===== src/rtl/tdm_pkg.sv =====
// Shared TDM definitions for the 1-to-8 demultiplexer and future 8-to-1 transmitter.
// Macro TDM_DEMUX_PARITY_EN adds a ninth (even-parity) slot to every frame.
package tdm_pkg;

  typedef enum logic {
    IDLE = 1'b0,
    RECV = 1'b1
  } tdm_state_t;

  localparam int TDM_SLOTS = 8;
  localparam int SLOT_W    = $clog2(TDM_SLOTS);

`ifdef TDM_DEMUX_PARITY_EN
  localparam int FRAME_SLOTS = TDM_SLOTS + 1;
`else
  localparam int FRAME_SLOTS = TDM_SLOTS;
`endif

  localparam int CNT_W = $clog2(FRAME_SLOTS);

endpackage


===== src/rtl/tdm_slot_counter.sv =====
// Wrapping slot counter: clear, enable and terminal-count flag.
// clr and en together restart the count at 1 (slot 0 consumed this cycle).
module tdm_slot_counter #(
  parameter int N = 8,
  parameter int W = 3
) (
  input  logic         clk,
  input  logic         rst,
  input  logic         clr,
  input  logic         en,
  output logic [W-1:0] cnt,
  output logic         tc
);

  logic [W-1:0] base;

  // Starting point for this cycle's increment: zero when clearing
  always_comb begin
    base = clr ? '0 : cnt;
  end

  // Counter register; wraps from N-1 back to 0
  always_ff @(posedge clk) begin
    if (rst) begin
      cnt <= '0;
    end else if (en) begin
      cnt <= (base == W'(N - 1)) ? '0 : base + 1'b1;
    end else if (clr) begin
      cnt <= '0;
    end
  end

  assign tc = (cnt == W'(N - 1));

endmodule


===== src/rtl/tdm_demux_1to8.sv =====
// Serial TDM to 8-bit parallel frame demultiplexer with valid/ready output.
// Macro TDM_DEMUX_PARITY_EN: 9-slot frames, slot 8 carries even parity over slots 0-7.
module tdm_demux_1to8
  import tdm_pkg::*;
#(
  parameter bit STRICT_SYNC = 1'b1
) (
  input  logic                 clk,
  input  logic                 rst,
  input  logic                 sin,
  input  logic                 sin_valid,
  input  logic                 frame_sync,
  output logic [TDM_SLOTS-1:0] dout,
  output logic                 dout_valid,
  input  logic                 dout_ready,
  output logic [SLOT_W-1:0]    sel,
  output logic                 sync_err,
  output logic                 overrun,
  output logic                 parity_err
);

  tdm_state_t             state, state_nxt;
  logic [CNT_W-1:0]       cnt;
  logic                   cnt_tc;
  logic                   cnt_clr, cnt_en;
  logic                   load0, store, frame_done, sync_hit;
  logic                   in_data;
  logic [TDM_SLOTS-1:0]   shift_p0;
  logic [TDM_SLOTS-1:0]   frame;

  tdm_slot_counter #(
    .N(FRAME_SLOTS),
    .W(CNT_W)
  ) u_slot_counter (
    .clk(clk),
    .rst(rst),
    .clr(cnt_clr),
    .en (cnt_en),
    .cnt(cnt),
    .tc (cnt_tc)
  );

`ifdef TDM_DEMUX_PARITY_EN
  // Parity slot is the ninth count value; sel reads 0 while it is expected
  assign in_data = ~cnt[SLOT_W];
  assign sel     = in_data ? cnt[SLOT_W-1:0] : '0;
  assign frame   = shift_p0;
`else
  assign in_data = 1'b1;
  assign sel     = cnt;
  assign frame   = {sin, shift_p0[TDM_SLOTS-2:0]};
`endif

  // FSM state register
  always_ff @(posedge clk) begin
    if (rst) begin
      state <= IDLE;
    end else begin
      state <= state_nxt;
    end
  end

  // Next-state and slot-control decode
  always_comb begin
    state_nxt  = state;
    cnt_clr    = 1'b0;
    cnt_en     = 1'b0;
    load0      = 1'b0;
    store      = 1'b0;
    frame_done = 1'b0;
    sync_hit   = 1'b0;
    case (state)
      IDLE: begin
        if (sin_valid && frame_sync) begin
          load0     = 1'b1;
          cnt_clr   = 1'b1;
          cnt_en    = 1'b1;
          state_nxt = RECV;
        end
      end
      RECV: begin
        if (sin_valid) begin
          if (frame_sync) begin
            // Sync at a frame boundary is legal; anywhere else drops the partial frame
            load0    = 1'b1;
            cnt_clr  = 1'b1;
            cnt_en   = 1'b1;
            sync_hit = (cnt != '0);
          end else begin
            store  = 1'b1;
            cnt_en = 1'b1;
            if (cnt_tc) begin
              frame_done = 1'b1;
              if (STRICT_SYNC) begin
                state_nxt = IDLE;
              end
            end
          end
        end
      end
      default: state_nxt = IDLE;
    endcase
  end

  // Slot shift register: slot 0 restarts it, data slots write bit sel
  always_ff @(posedge clk) begin
    if (rst) begin
      shift_p0 <= '0;
    end else if (load0) begin
      shift_p0 <= {{(TDM_SLOTS-1){1'b0}}, sin};
    end else if (store && in_data) begin
      shift_p0[sel] <= sin;
    end
  end

  // Output frame register, handshake and sticky error flags
  always_ff @(posedge clk) begin
    if (rst) begin
      dout       <= '0;
      dout_valid <= 1'b0;
      overrun    <= 1'b0;
      sync_err   <= 1'b0;
    end else begin
      if (sync_hit) begin
        sync_err <= 1'b1;
      end
      if (frame_done) begin
        dout       <= frame;
        dout_valid <= 1'b1;
        if (dout_valid && !dout_ready) begin
          overrun <= 1'b1;
        end
      end else if (dout_valid && dout_ready) begin
        dout_valid <= 1'b0;
      end
    end
  end

`ifdef TDM_DEMUX_PARITY_EN
  // Parity result captured with the frame it belongs to
  always_ff @(posedge clk) begin
    if (rst) begin
      parity_err <= 1'b0;
    end else if (frame_done) begin
      parity_err <= ^{shift_p0, sin};
    end
  end
`else
  assign parity_err = 1'b0;
`endif

endmodule


===== config.mk =====
export PLATFORM = sky130hd
export DESIGN_NAME = tdm_demux_1to8
export DESIGN_NICKNAME = d
export VERILOG_FILES = /design/src/rtl/tdm_pkg.sv /design/src/rtl/tdm_slot_counter.sv /design/src/rtl/tdm_demux_1to8.sv
export SDC_FILE = /design/constraint.sdc
export NUM_CORES = 1
export LEC_CHECK = 0
export CAP_MARGIN = 20
export CORE_ASPECT_RATIO = 0.75
export CORE_MARGIN = 5
export CORE_UTILIZATION = 51
export CTS_BUF_LIST = sky130_fd_sc_hd__clkbuf_8
export DETAILED_ROUTE_END_ITERATION = 8
export HOLD_SLACK_MARGIN = 0.02
export PLACE_DENSITY = 0.8
export SLEW_MARGIN = 0
export SYNTH_ARGS = -nofsm -noshare
export SYNTH_HDL_FRONTEND = slang
export SYNTH_HIERARCHICAL = 1
export SYNTH_SLANG_ARGS = --single-unit

===== constraint.sdc =====
create_clock -name clk -period 1.8 [get_ports clk]
set_input_delay 0.27 -clock clk [delete_from_list [all_inputs] [get_ports clk]]
set_output_delay 0.27 -clock clk [all_outputs]
set_load 0.02 [all_outputs]

==> summary.txt <==
Floorplanning
  • Die Ht: 47.6 um
  • Top-Level Pins: 21
  • Initial Util: 0.547
  • Die area: 0.00286 mm2
  • # rows: 13
  • Die span in x: 60.1 um
  • Core footprint: 0.00176 mm2

Drt
  • Initial DRC count: 9
  • Final WL: 2000 um
  • Vias/cell: 5.30
  • # DRC: 0
  • DRT antenna net count: 0
  • DR vias: 832
  • WL/cell: 12.8 um
  • DR pass1 iterations: 4

Placed design
  • IO Port Bufs: 19
  • GPL Wtd Cong: 0.778
  • Dpl cells: 153
  • HPWL Detailed: 1520 um
  • Pre-CTS setup slack: 0.0598 ns

Clock network
  • Cts hold-fix bufs: 0
  • CTS Buf Count: 3
  • H-tree depth: 1
  • Clock Sink Count: 22
  • Cts repair resizes: 0
  • Reg clk slew, reported paths: 0.07 ns
  • Root buffer cell: clkbuf_8
  • Clock buffer depth: 2
  • Post-CTS Setup Bufs: 0
  • Clk_lat worst skew: 0.26 ns
  • CTS tree: yes

Worst setup path
  • Crit. End Element: output port
  • Crit path max-delay cell type: clkdlybuf4s50_1
  • Crit-path cells: clkdlybuf4s50_1
  • Critical path required time: 1.53 ns
  • Number of buffer and inverter stages on the critical path: 1
  • CP delay by family, top: buffers and inverters
  • Critical path startpoint category: flip-flop
  • Critical setup path kind: flip-flop to output port
  • Critical Path AT: 1.41 ns
  • Reg2reg setup slack: 0.36 ns
  • Critical path peak fanout: 9
  • Critical Path Max Stage Delay: 0.67 ns

Power
  • Pint: 733 uW
  • Combinational group share of total power: 0.092
  • Leakage dissipation: 0.000508 uW
  • Flop pwr share: 0.538
  • Total power: 935 uW
  • P per Cell Area: 739 mW/mm2
  • P_sw: 202 uW
  • Sw Ratio: 0.216
  • Worst IR drop on VDD: 0.000635 V
  • Clock network power share: 0.370

Timing
  • Hold Vio Cnt, Final: 0
  • Setup violators final: 0
  • Final Skew: 0.00187 ns
  • Maximum clock rate: 594 MHz
  • Sum of negative setup slack: 0 ns
  • RSZ-0062 raised after global routing: no
  • Final setup margin: 0.115 ns
  • Clock period minus worst slack: 1.68 ns
  • Final Max Slew Viols: 0
  • Tcrit/Tclk final: 0.936

Finish
  • Nets: 143
  • Area added between synthesis and finish: 31.6%
  • ANT cells: 0
  • Register area: 440 um2
  • Share of layout cells above drive strength 1: 0.133
  • Final Non-Filler Cells: 157
  • Fillers: 147
  • Fin util: 0.720
  • Area of the multi-input gates: 488 um2

Synthesis
  • EDFF count, synth: 0
  • Yosys reg bits: 22
  • Mux cell area share after synthesis: 0.0729
  • Post-synthesis xor/xnor area fraction: 0.0182
  • Synthesized area per cell: 8.82 um2
  • Synth Net Count: 116
  • Post-synthesis compound-gate area fraction: 0.104
  • Simple-gate area share of the yosys netlist: 0.296
  • Sequential share of the synthesized area: 0.458
  • Async S/R FF share, synth: 0
  • Count of cell types in the netlist: 31
  • Main combinational cell family by area after synthesis: simple AND/OR/NAND/NOR gates
  • Synth Area in Adders: 0.0130
  • Synth Cell Area: 961 um2
  • Yosys warns: 6
  • Most used flip-flop cell after synthesis: dfxtp_1
  • Post-Syn Instances: 109

Status
  • Status: complete, no violations

GRT
  • Number of global-route vias before repair: 747
  • Largest net degree at the start of global routing: 13
  • Gr usage total: 0.152
  • First-pass GRT wire length: 3170 um
  • Grt ovf: 0
  • Initial antenna violation count: 0

Hold path
  • Hold Path Class: flip-flop to flip-flop

Job
  • Max-cap violations: 0
[placed cells by master, fill, tap and decap left out, types with 4 or more instances in the layout]
| master | n |
|---|---|
| nand2_1 | 30 |
| mux2i_1 | 7 |
| buf_4 | 8 |
| nor2_1 | 7 |
| a21oi_1 | 9 |
| clkbuf_8 | 4 |
| dfxtp_1 | 22 |
| clkdlybuf4s50_1 | 19 |
[cells by family after synthesis]
kind of cell | after synthesis
buffers and inverters | 6
XOR/XNOR | 2
AND/OR/NAND/NOR | 55
other | 1
flip-flops | 22
adder cells (fa/ha/maj) | 1
AO/OA/AOI/OAI | 15
multiplexers | 7
[synthesized netlist by cell type, types with 2 or more instances]
| library cell | instances | area share |
|---|---|---|
| mux2i_1 | 7 | 0.073 |
| dfxtp_1 | 22 | 0.46 |
| buf_2 | 2 | 0.010 |
| and4b_1 | 2 | 0.021 |
| nor2b_1 | 2 | 0.013 |
| nand4b_1 | 2 | 0.018 |
| xnor2_1 | 2 | 0.018 |
| buf_4 | 2 | 0.016 |
| and2b_2 | 2 | 0.018 |
| o21a_1 | 2 | 0.016 |
| nor2_1 | 7 | 0.027 |
| a21oi_1 | 9 | 0.047 |
| nand2_1 | 30 | 0.12 |
[metrics by stage]
stage	instance area, um2	hold slack [ns]
finish	1260	0.456
global placement	1210	0.442
floorplan	961	0.342
detailed placement	1210	0.447
CTS	1260	0.460
global route	1260	0.470
[worst paths after layout]
path,from,cells after the start,end
worst min-delay path,dout[7]$_SDFFE_PP0P_,2,dout[7]$_SDFFE_PP0P_
worst max register to register,u_slot_counter/cnt[2]$_SDFF_PP0_,4,dout[6]$_SDFFE_PP0P_
worst min register to register,dout[7]$_SDFFE_PP0P_,2,dout[7]$_SDFFE_PP0P_
worst max-delay path,u_slot_counter/cnt[2]$_SDFF_PP0_,1,sel[2]
[layer usage]
metal / global-route usage / vias up / share of wire
li1: - / 419 / -
met1: 0.173 / 389 / 0.47
met2: 0.267 / 22 / 0.47
met3: 0.0647 / 2 / 0.058
met4: 0.0354 / 0 / 0.0050
met5: 0 / - / 0
[power groups by stage]
stage | logic, uW | clock network, uW | registers [uW]
floorplan | 47.9 | 0 | 513
global placement | 83.0 | 0 | 513
detailed placement | 85.5 | 0 | 514
CTS | 86.4 | 356 | 503
global route | 92.0 | 374 | 504
finish | 86.0 | 346 | 503
[state kept, by name, indices dropped and copies added, names as in the netlist]
register / cells
overrun: 1
shift_p0: 7
dout: 8
sync_err: 1
dout_valid: 1
state: 1
u_slot_counter/cnt: 3
[cell type report]
type                    count  area share
flip-flops and latches     22       0.348
repair buffers             27       0.198
inverters                   1     0.00297
well taps                  22      0.0218
clock buffers               4      0.0435
multi-input cells          81       0.386
Note: power is estimated with default switching activity, not from simulation.
